$ cat config.mk
export PLATFORM = sky130hd
export DESIGN_NAME = layer_sequencer
export DESIGN_NICKNAME = d
export VERILOG_FILES = /design/src/rtl/layer_sequencer.sv
export SDC_FILE = /design/constraint.sdc
export NUM_CORES = 1
export LEC_CHECK = 0
export CORE_AREA = 2 2 233 235
export DETAILED_ROUTE_END_ITERATION = 12
export DIE_AREA = 0 0 235 237
export PLACE_DENSITY_LB_ADDON = 0.08
export SYNTH_ARGS = -nofsm -noshare
export SYNTH_HDL_FRONTEND = slang
export SYNTH_SLANG_ARGS = --single-unit
export TNS_END_PERCENT = 50
$ cat constraint.sdc
create_clock -name clk -period 1.7 [get_ports clk]
set_input_delay 0.34 -clock clk [delete_from_list [all_inputs] [get_ports clk]]
set_output_delay 0.34 -clock clk [all_outputs]
set_load 0.005 [all_outputs]
$ cat src/rtl/layer_sequencer.sv
// Time-shares one four-input neuron datapath across a layer: fetches each
// neuron's weights, issues them with the latched inputs and buffers the result.
module layer_sequencer #(
  parameter int NUM_NEURONS = 8,
  parameter int IDX_W       = 8,
  parameter int TIMEOUT     = 64
) (
  input  logic             clk,
  input  logic             rst,
  input  logic             start,
  input  logic [127:0]     x_in,
  output logic             busy,
  output logic             layer_done,
  output logic             error,
  output logic             w_rd_en,
  output logic [IDX_W-1:0] w_addr,
  input  logic [127:0]     w_rdata,
  output logic [127:0]     dp_x,
  output logic [127:0]     dp_w,
  output logic             dp_valid,
  input  logic [31:0]      dp_result,
  input  logic             dp_done,
  output logic             out_we,
  output logic [IDX_W-1:0] out_addr,
  output logic [31:0]      out_data
);

  // state   | meaning
  // IDLE    | waiting for start
  // FETCH   | weight read issued for current neuron
  // WAIT_W  | weight word returning, captured into dp_w
  // ISSUE   | dp_valid pulse to datapath, watchdog cleared
  // WAIT_DP | waiting for dp_done or watchdog expiry
  // WRITE   | result written to output buffer at neuron index
  // DONE    | layer_done pulse

  localparam int CNT_W = $clog2(TIMEOUT + 1);
  localparam logic [IDX_W-1:0] LAST_IDX = IDX_W'(NUM_NEURONS - 1);
  localparam logic [CNT_W-1:0] WD_LAST  = CNT_W'(TIMEOUT - 1);

  typedef enum logic [2:0] {
    IDLE, FETCH, WAIT_W, ISSUE, WAIT_DP, WRITE, DONE
  } state_t;

  state_t           state;
  state_t           state_nxt;
  logic [IDX_W-1:0] idx;
  logic [CNT_W-1:0] wd_cnt;
  logic             wd_expire;
  logic             last_neuron;

  // wd_cnt holds the count before this cycle's increment, so expiry is one short
  assign wd_expire   = (wd_cnt == WD_LAST);
  assign last_neuron = (idx == LAST_IDX);

  always_ff @(posedge clk) begin
    if (rst) begin
      state <= IDLE;
    end else begin
      state <= state_nxt;
    end
  end

  always_comb begin
    state_nxt  = state;
    busy       = 1'b1;
    layer_done = 1'b0;
    w_rd_en    = 1'b0;
    dp_valid   = 1'b0;
    out_we     = 1'b0;
    case (state)
      IDLE: begin
        busy = 1'b0;
        if (start) state_nxt = FETCH;
      end
      FETCH: begin
        w_rd_en   = 1'b1;
        state_nxt = WAIT_W;
      end
      WAIT_W: state_nxt = ISSUE;
      ISSUE: begin
        dp_valid  = 1'b1;
        state_nxt = WAIT_DP;
      end
      WAIT_DP: begin
        if (dp_done) state_nxt = WRITE;
        else if (wd_expire) state_nxt = IDLE;
      end
      WRITE: begin
        out_we    = 1'b1;
        state_nxt = last_neuron ? DONE : FETCH;
      end
      DONE: begin
        layer_done = 1'b1;
        state_nxt  = IDLE;
      end
      default: begin
        busy      = 1'b0;
        state_nxt = IDLE;
      end
    endcase
  end

  assign w_addr   = idx;
  assign out_addr = idx;

  always_ff @(posedge clk) begin
    if (rst) begin
      idx      <= '0;
      wd_cnt   <= '0;
      error    <= 1'b0;
      dp_x     <= '0;
      dp_w     <= '0;
      out_data <= '0;
    end else begin
      case (state)
        IDLE: begin
          if (start) begin
            dp_x  <= x_in;
            idx   <= '0;
            error <= 1'b0;
          end
        end
        WAIT_W: dp_w <= w_rdata;
        ISSUE:  wd_cnt <= '0;
        WAIT_DP: begin
          wd_cnt <= wd_cnt + 1'b1;
          if (dp_done) out_data <= dp_result;
          else if (wd_expire) error <= 1'b1;
        end
        WRITE: begin
          if (!last_neuron) idx <= idx + 1'b1;
        end
        default: ;
      endcase
    end
  end

endmodule
# Word level (Yosys, flattened, before mapping)
# Index checks and enable logic that the tools add are counted.
dict set report classes {
  n_eq_ne 13
  n_mux 18
  n_addsub 2
  reduce_logical 10
}
# operator count
set ops {}
lappend ops {{3-bit one-hot mux with 6 select lines} 1}
lappend ops {{8-bit two-way mux} 2}
lappend ops {{8-bit one-hot mux with 2 select lines} 1}
lappend ops {{7-bit one-hot mux with 2 select lines} 1}
lappend ops {{3-bit two-way mux} 4}
lappend ops {{3-bit equality test (second input constant)} 3}
lappend ops {{8-bit by 1-bit adder with 8-bit output (second input constant)} 1}
lappend ops {{8-bit by 3-bit equality test with 1-bit output (second input constant)} 1}
lappend ops {{1-bit two-way mux} 8}
lappend ops {{2-bit inequality test (second input constant)} 4}
lappend ops {{7-bit by 1-bit adder with 7-bit output (second input constant)} 1}
lappend ops {{7-bit by 6-bit equality test with 1-bit output (second input constant)} 1}
lappend ops {{3-bit by 2-bit equality test with 1-bit output (second input constant)} 2}
lappend ops {{2-bit AND reduction} 3}
lappend ops {{2-bit nonzero test} 3}
lappend ops {{6-bit OR reduction} 1}
lappend ops {{4-bit AND reduction} 1}
lappend ops {{3-bit by 1-bit equality test with 1-bit output (second input constant)} 1}
lappend ops {{3-bit logical NOT} 1}
lappend ops {{3-bit inequality test (second input constant)} 1}
lappend ops {{3-bit AND reduction} 1}
lappend ops {{1-bit one-hot mux with 2 select lines} 1}
dict set report word_totals {
  output_inout_bits 310
  elab_cells 50
  input_bits 292
  register_bits 307
}

# Longest topological paths before layout
dict set report logic_depth {
  depth_word 4
  mapped_depth 7
  ltp_nobuf 6
}

# Worst setup path before layout
# OpenSTA, ideal clock, no wires.
dict set report synth_path {
  path_type {flip-flop to flip-flop}
  start {register idx[3], in the netlist out_addr[3]}
  end {register idx[0], in the netlist out_addr[0]}
  path_stages_with_launch 5
  setup_ns 0.065
  path_slack_ns -0.004
  n_path_buf 0
  required_ns 1.635
  period_less_slack_ns 1.704
  arrival_time_ns 1.639
  path_cell_list {dfxtp_1 or4_1 o31ai_1 mux2_1 nor2_1}
}
dict set report synth_between {
  elab_chain_len 3
}
# item line_no
set synth_rtl {}
lappend synth_rtl {{start, declared} 47} ;# logic [IDX_W-1:0] idx;
lappend synth_rtl {{start signal, assigned} 132} ;# if (!last_neuron) idx <= idx + 1'b1;
lappend synth_rtl {{8-bit by 3-bit equality test with 1-bit output} 54} ;# assign last_neuron = (idx == LAST_IDX);
lappend synth_rtl {{2-bit inequality test (no source line)} --}
lappend synth_rtl {{3-bit AND reduction (no source line)} --}
# No other way between the ends.
# A chain may end at the register's enable or synchronous reset.

# Worst setup path after layout
dict set report layout_path {
  start {register state[1]}
  end {register idx[0], in the netlist out_addr[0]}
}
dict set report layout_between {
  elab_chain_len 3
  elab_cells_between_ends 7
  cone_classes {eq/ne (3); mux (1); reduce/logical (3)}
}
# item line_no
set layout_rtl {}
lappend layout_rtl {{start, declared} 45} ;# state_t state;
lappend layout_rtl {{start signal, assigned} 60} ;# state <= state_nxt;
lappend layout_rtl {{3-bit equality test or 3-bit logical NOT (tied branches)} 116} ;# case (state)
lappend layout_rtl {{2-bit inequality test (no source line) or 2-bit nonzero test (tied branches)} --}
lappend layout_rtl {{3-bit AND reduction (no source line)} --}
# Parallel ways exist; a longest one is shown, timed or not.

==> flow_metrics.tcl <==
set metrics [dict create \
    status "complete, but fails checks" \
    violations "setup timing" \
    layout_commonest_cell "nand2_1" \
    critPathRequiredTime_ns 2.13 \
    drc_errors 0 \
    clk_latency_ns 0.54 \
    synth_nets 1673 \
    path_max_fanout 8 \
    critPathLaunchType "register" \
    layout.nets 2278 \
    dp_hpwl_mm 34.63 \
    async_flop_share_pct 0 \
    synth_area_per_cell_um2 7.852 \
    grt_max_degree 47 \
    yosys.cell_types.count 36 \
    io_pins 602 \
    worst_path_dominant_cell_family "simple AND/OR/NAND/NOR gates" \
    grt_pass1_wl_mm 69.43 \
    path_clk_slew_ns 0.06 \
    h-tree-depth 2 \
    ctsLongestPathBuffers 3 \
    fmax_mhz 578.5 \
    ys_seq_elements 307 \
    final-hold-violation-count 0 \
    critPathMostFrequentCell "buf_6" \
    ys_seq_area_share_pct 56.76 \
    drt_iter0_drc 406 \
    dr.pass1.iters 5 \
    report.power.total_mw 18.81 \
    cts_root_buffer "clkbuf_16" \
    ant_nets 0 \
    wire_per_inst_um 17.50 \
    clock_sinks 307 \
    dpl-instance-area_um2 17920 \
    power_density_nw_per_um2 985.3 \
    antenna_found_initial 4 \
    grt_pass1_vias 10960 \
    max_stage_delay_ns 0.62 \
    io_buffer_count 601 \
    post-route-period-util_pct 101.7 \
    rsz0062_at_grt "yes" \
    gp_congestion 0.7921 \
    ys.flop_type "dfxtp_1" \
    area_growth_syn_to_layout_pct 76.36 \
    p_leak_nw 8.245 \
    finalSetupTns_ns -0.3553 \
    design.core.area_um2 53280 \
    clock_skew_ns 0.01760 \
    die_h_um 237 \
    synth_enable_flop_cells 0 \
    worst_slack_ns -0.02858 \
    ys_warn_count 0 \
    cap_violations 0 \
    final_area_um2 19100 \
    whs_ns 0.1762 \
    hold_class "primary input to register" \
    slew_viol_final 0 \
    hold_buffers 0 \
    drive_gt1_share_pct 8.445 \
    viasPerCell 4.148 \
    via_count 11250 \
    arrival_ns 2.16 \
    path_cells "buf_6 > or4b_4 > buf_8 > buf_6 > nand2_2 > mux2_4 > nor2_1" \
    critPathBufInv 3 \
    wirelength_mm 47.44 \
    post-place-ws_ns -0.3653 \
    crit_slowest_cell "or4b_4" \
    std_cell_rows 85 \
    max-vdd-ir-drop_mv 0.5703 \
    slew_headroom_pct 72.82 \
    die_area_um2 55700 \
    finalSetupViolCount 33 \
    cts_inserted_buffers 39 \
    cp-end-kind "register" \
    fp.dieW_um 235 \
    start_util_pct 20.32 \
    final_cell_mix "nand2_1, dlygate4sd2_1, dfxtp_1" \
    grt_use_total_pct 16.22 \
    gr-total-overflow 0 \
    netlist_area_um2 10830 \
    fin_crit_ns 1.729 \
    syn_inst 1379 \
    tightest_slew_ns 0.4076 \
    tritoncts "yes" \
    path_class "register to register" \
]
cell usage after synthesis (all sizes together) (2+ instances only):
master | instances | area (um2)
nand2 | 584 | 2192
dfxtp | 307 | 6146
a21oi | 299 | 1496
clkbuf | 68 | 255.2
buf | 42 | 237.7
nor2 | 19 | 71.32
nor3 | 5 | 25.02
and2 | 4 | 25.02
nand2b | 4 | 25.02
nand3 | 4 | 20.02
o311ai | 4 | 35.03
inv | 3 | 11.26
o21ai | 3 | 15.01
or4 | 3 | 22.52
xor2 | 3 | 26.28
a211oi | 2 | 15.01
a22oi | 2 | 15.01
and3 | 2 | 12.51
ha | 2 | 25.02
nand3b | 2 | 15.01
nand4 | 2 | 12.51
o31ai | 2 | 15.01
or3 | 2 | 12.51
xnor2 | 2 | 17.52
what timing repair did:
| item | 4_1_cts | 5_1_grt |
|---|---|---|
| endpoints found under the setup margin | 311 | 39 |
| gates cloned | 0 | 1 |
| gates resized for setup | 349 | 34 |
| setup buffers | 6 | 6 |
| pin swaps | 0 | 7 |
stage by stage:
stage	instances	utilization (%)
after floorplan	1379	-
after global placement	2626	33.64
after detailed placement	2626	33.64
after CTS	2702	35.51
after global routing	2711	35.84
final	2711	35.84
layout make-up:
cell class,instances,area [um2]
multi-input combinational,959,4274
fill,5639,34190
clock inverter,4,45.04
timing repair buffer,674,6477
antenna,2,5.005
tap,696,870.8
sequential,307,6170
clock buffer,66,1240
inverter,3,13.76
registers in the layout, indices dropped and copies added, names as in the netlist:
signal / flops
out_addr: 8
state: 3
dp_x: 128
wd_cnt: 7
out_data: 32
error: 1
dp_w: 128
kinds of logic (layout without fill, tap and decap cells):
group,after synthesis,after routing,share of synthesized area (%)
simple gates,637,637,23.01
compound gates,314,314,14.84
flops,307,307,56.76
buf+inv,113,747,4.657
xor+xnor,5,5,0.4045
fa+ha+maj,2,2,0.2311
mux,1,1,0.1040
other cells,0,2,0
power breakdown:
| part | internal [mW] | switching (mW) |
|---|---|---|
| clock | 5.08 | 3.23 |
| combinational | 1.47 | 1.27 |
| sequential | 7.58 | 0.183 |
per-layer routing:
| metal | track usage, % | wire, um | share of wire [%] | up-vias |
|---|---|---|---|---|
| met4 | 4.430 | 1090 | 2.3 | 4 |
| met5 | 0 | 19 | 0.040 | - |
| met1 | 18.34 | 18910 | 40 | 5230 |
| met2 | 29.08 | 24340 | 51 | 294 |
| li1 | - | - | - | 5657 |
| met3 | 5.316 | 3085 | 6.5 | 60 |
final timing paths:
kind	start	end	cells past startpoint	slack (ns)
worst max-delay path	state[1]$_SDFFE_PP0P_	out_addr[0]$_SDFFE_PP0P_	7	-0.03
worst min-delay path	rst	out_data[9]$_SDFFE_PP0P_	2	0.18
worst max register to register	state[1]$_SDFFE_PP0P_	out_addr[0]$_SDFFE_PP0P_	7	-0.03
worst min register to register	dp_x[99]$_SDFFE_PP0P_	dp_x[99]$_SDFFE_PP0P_	2	0.45
Note: power is estimated with default switching activity, not from simulation.
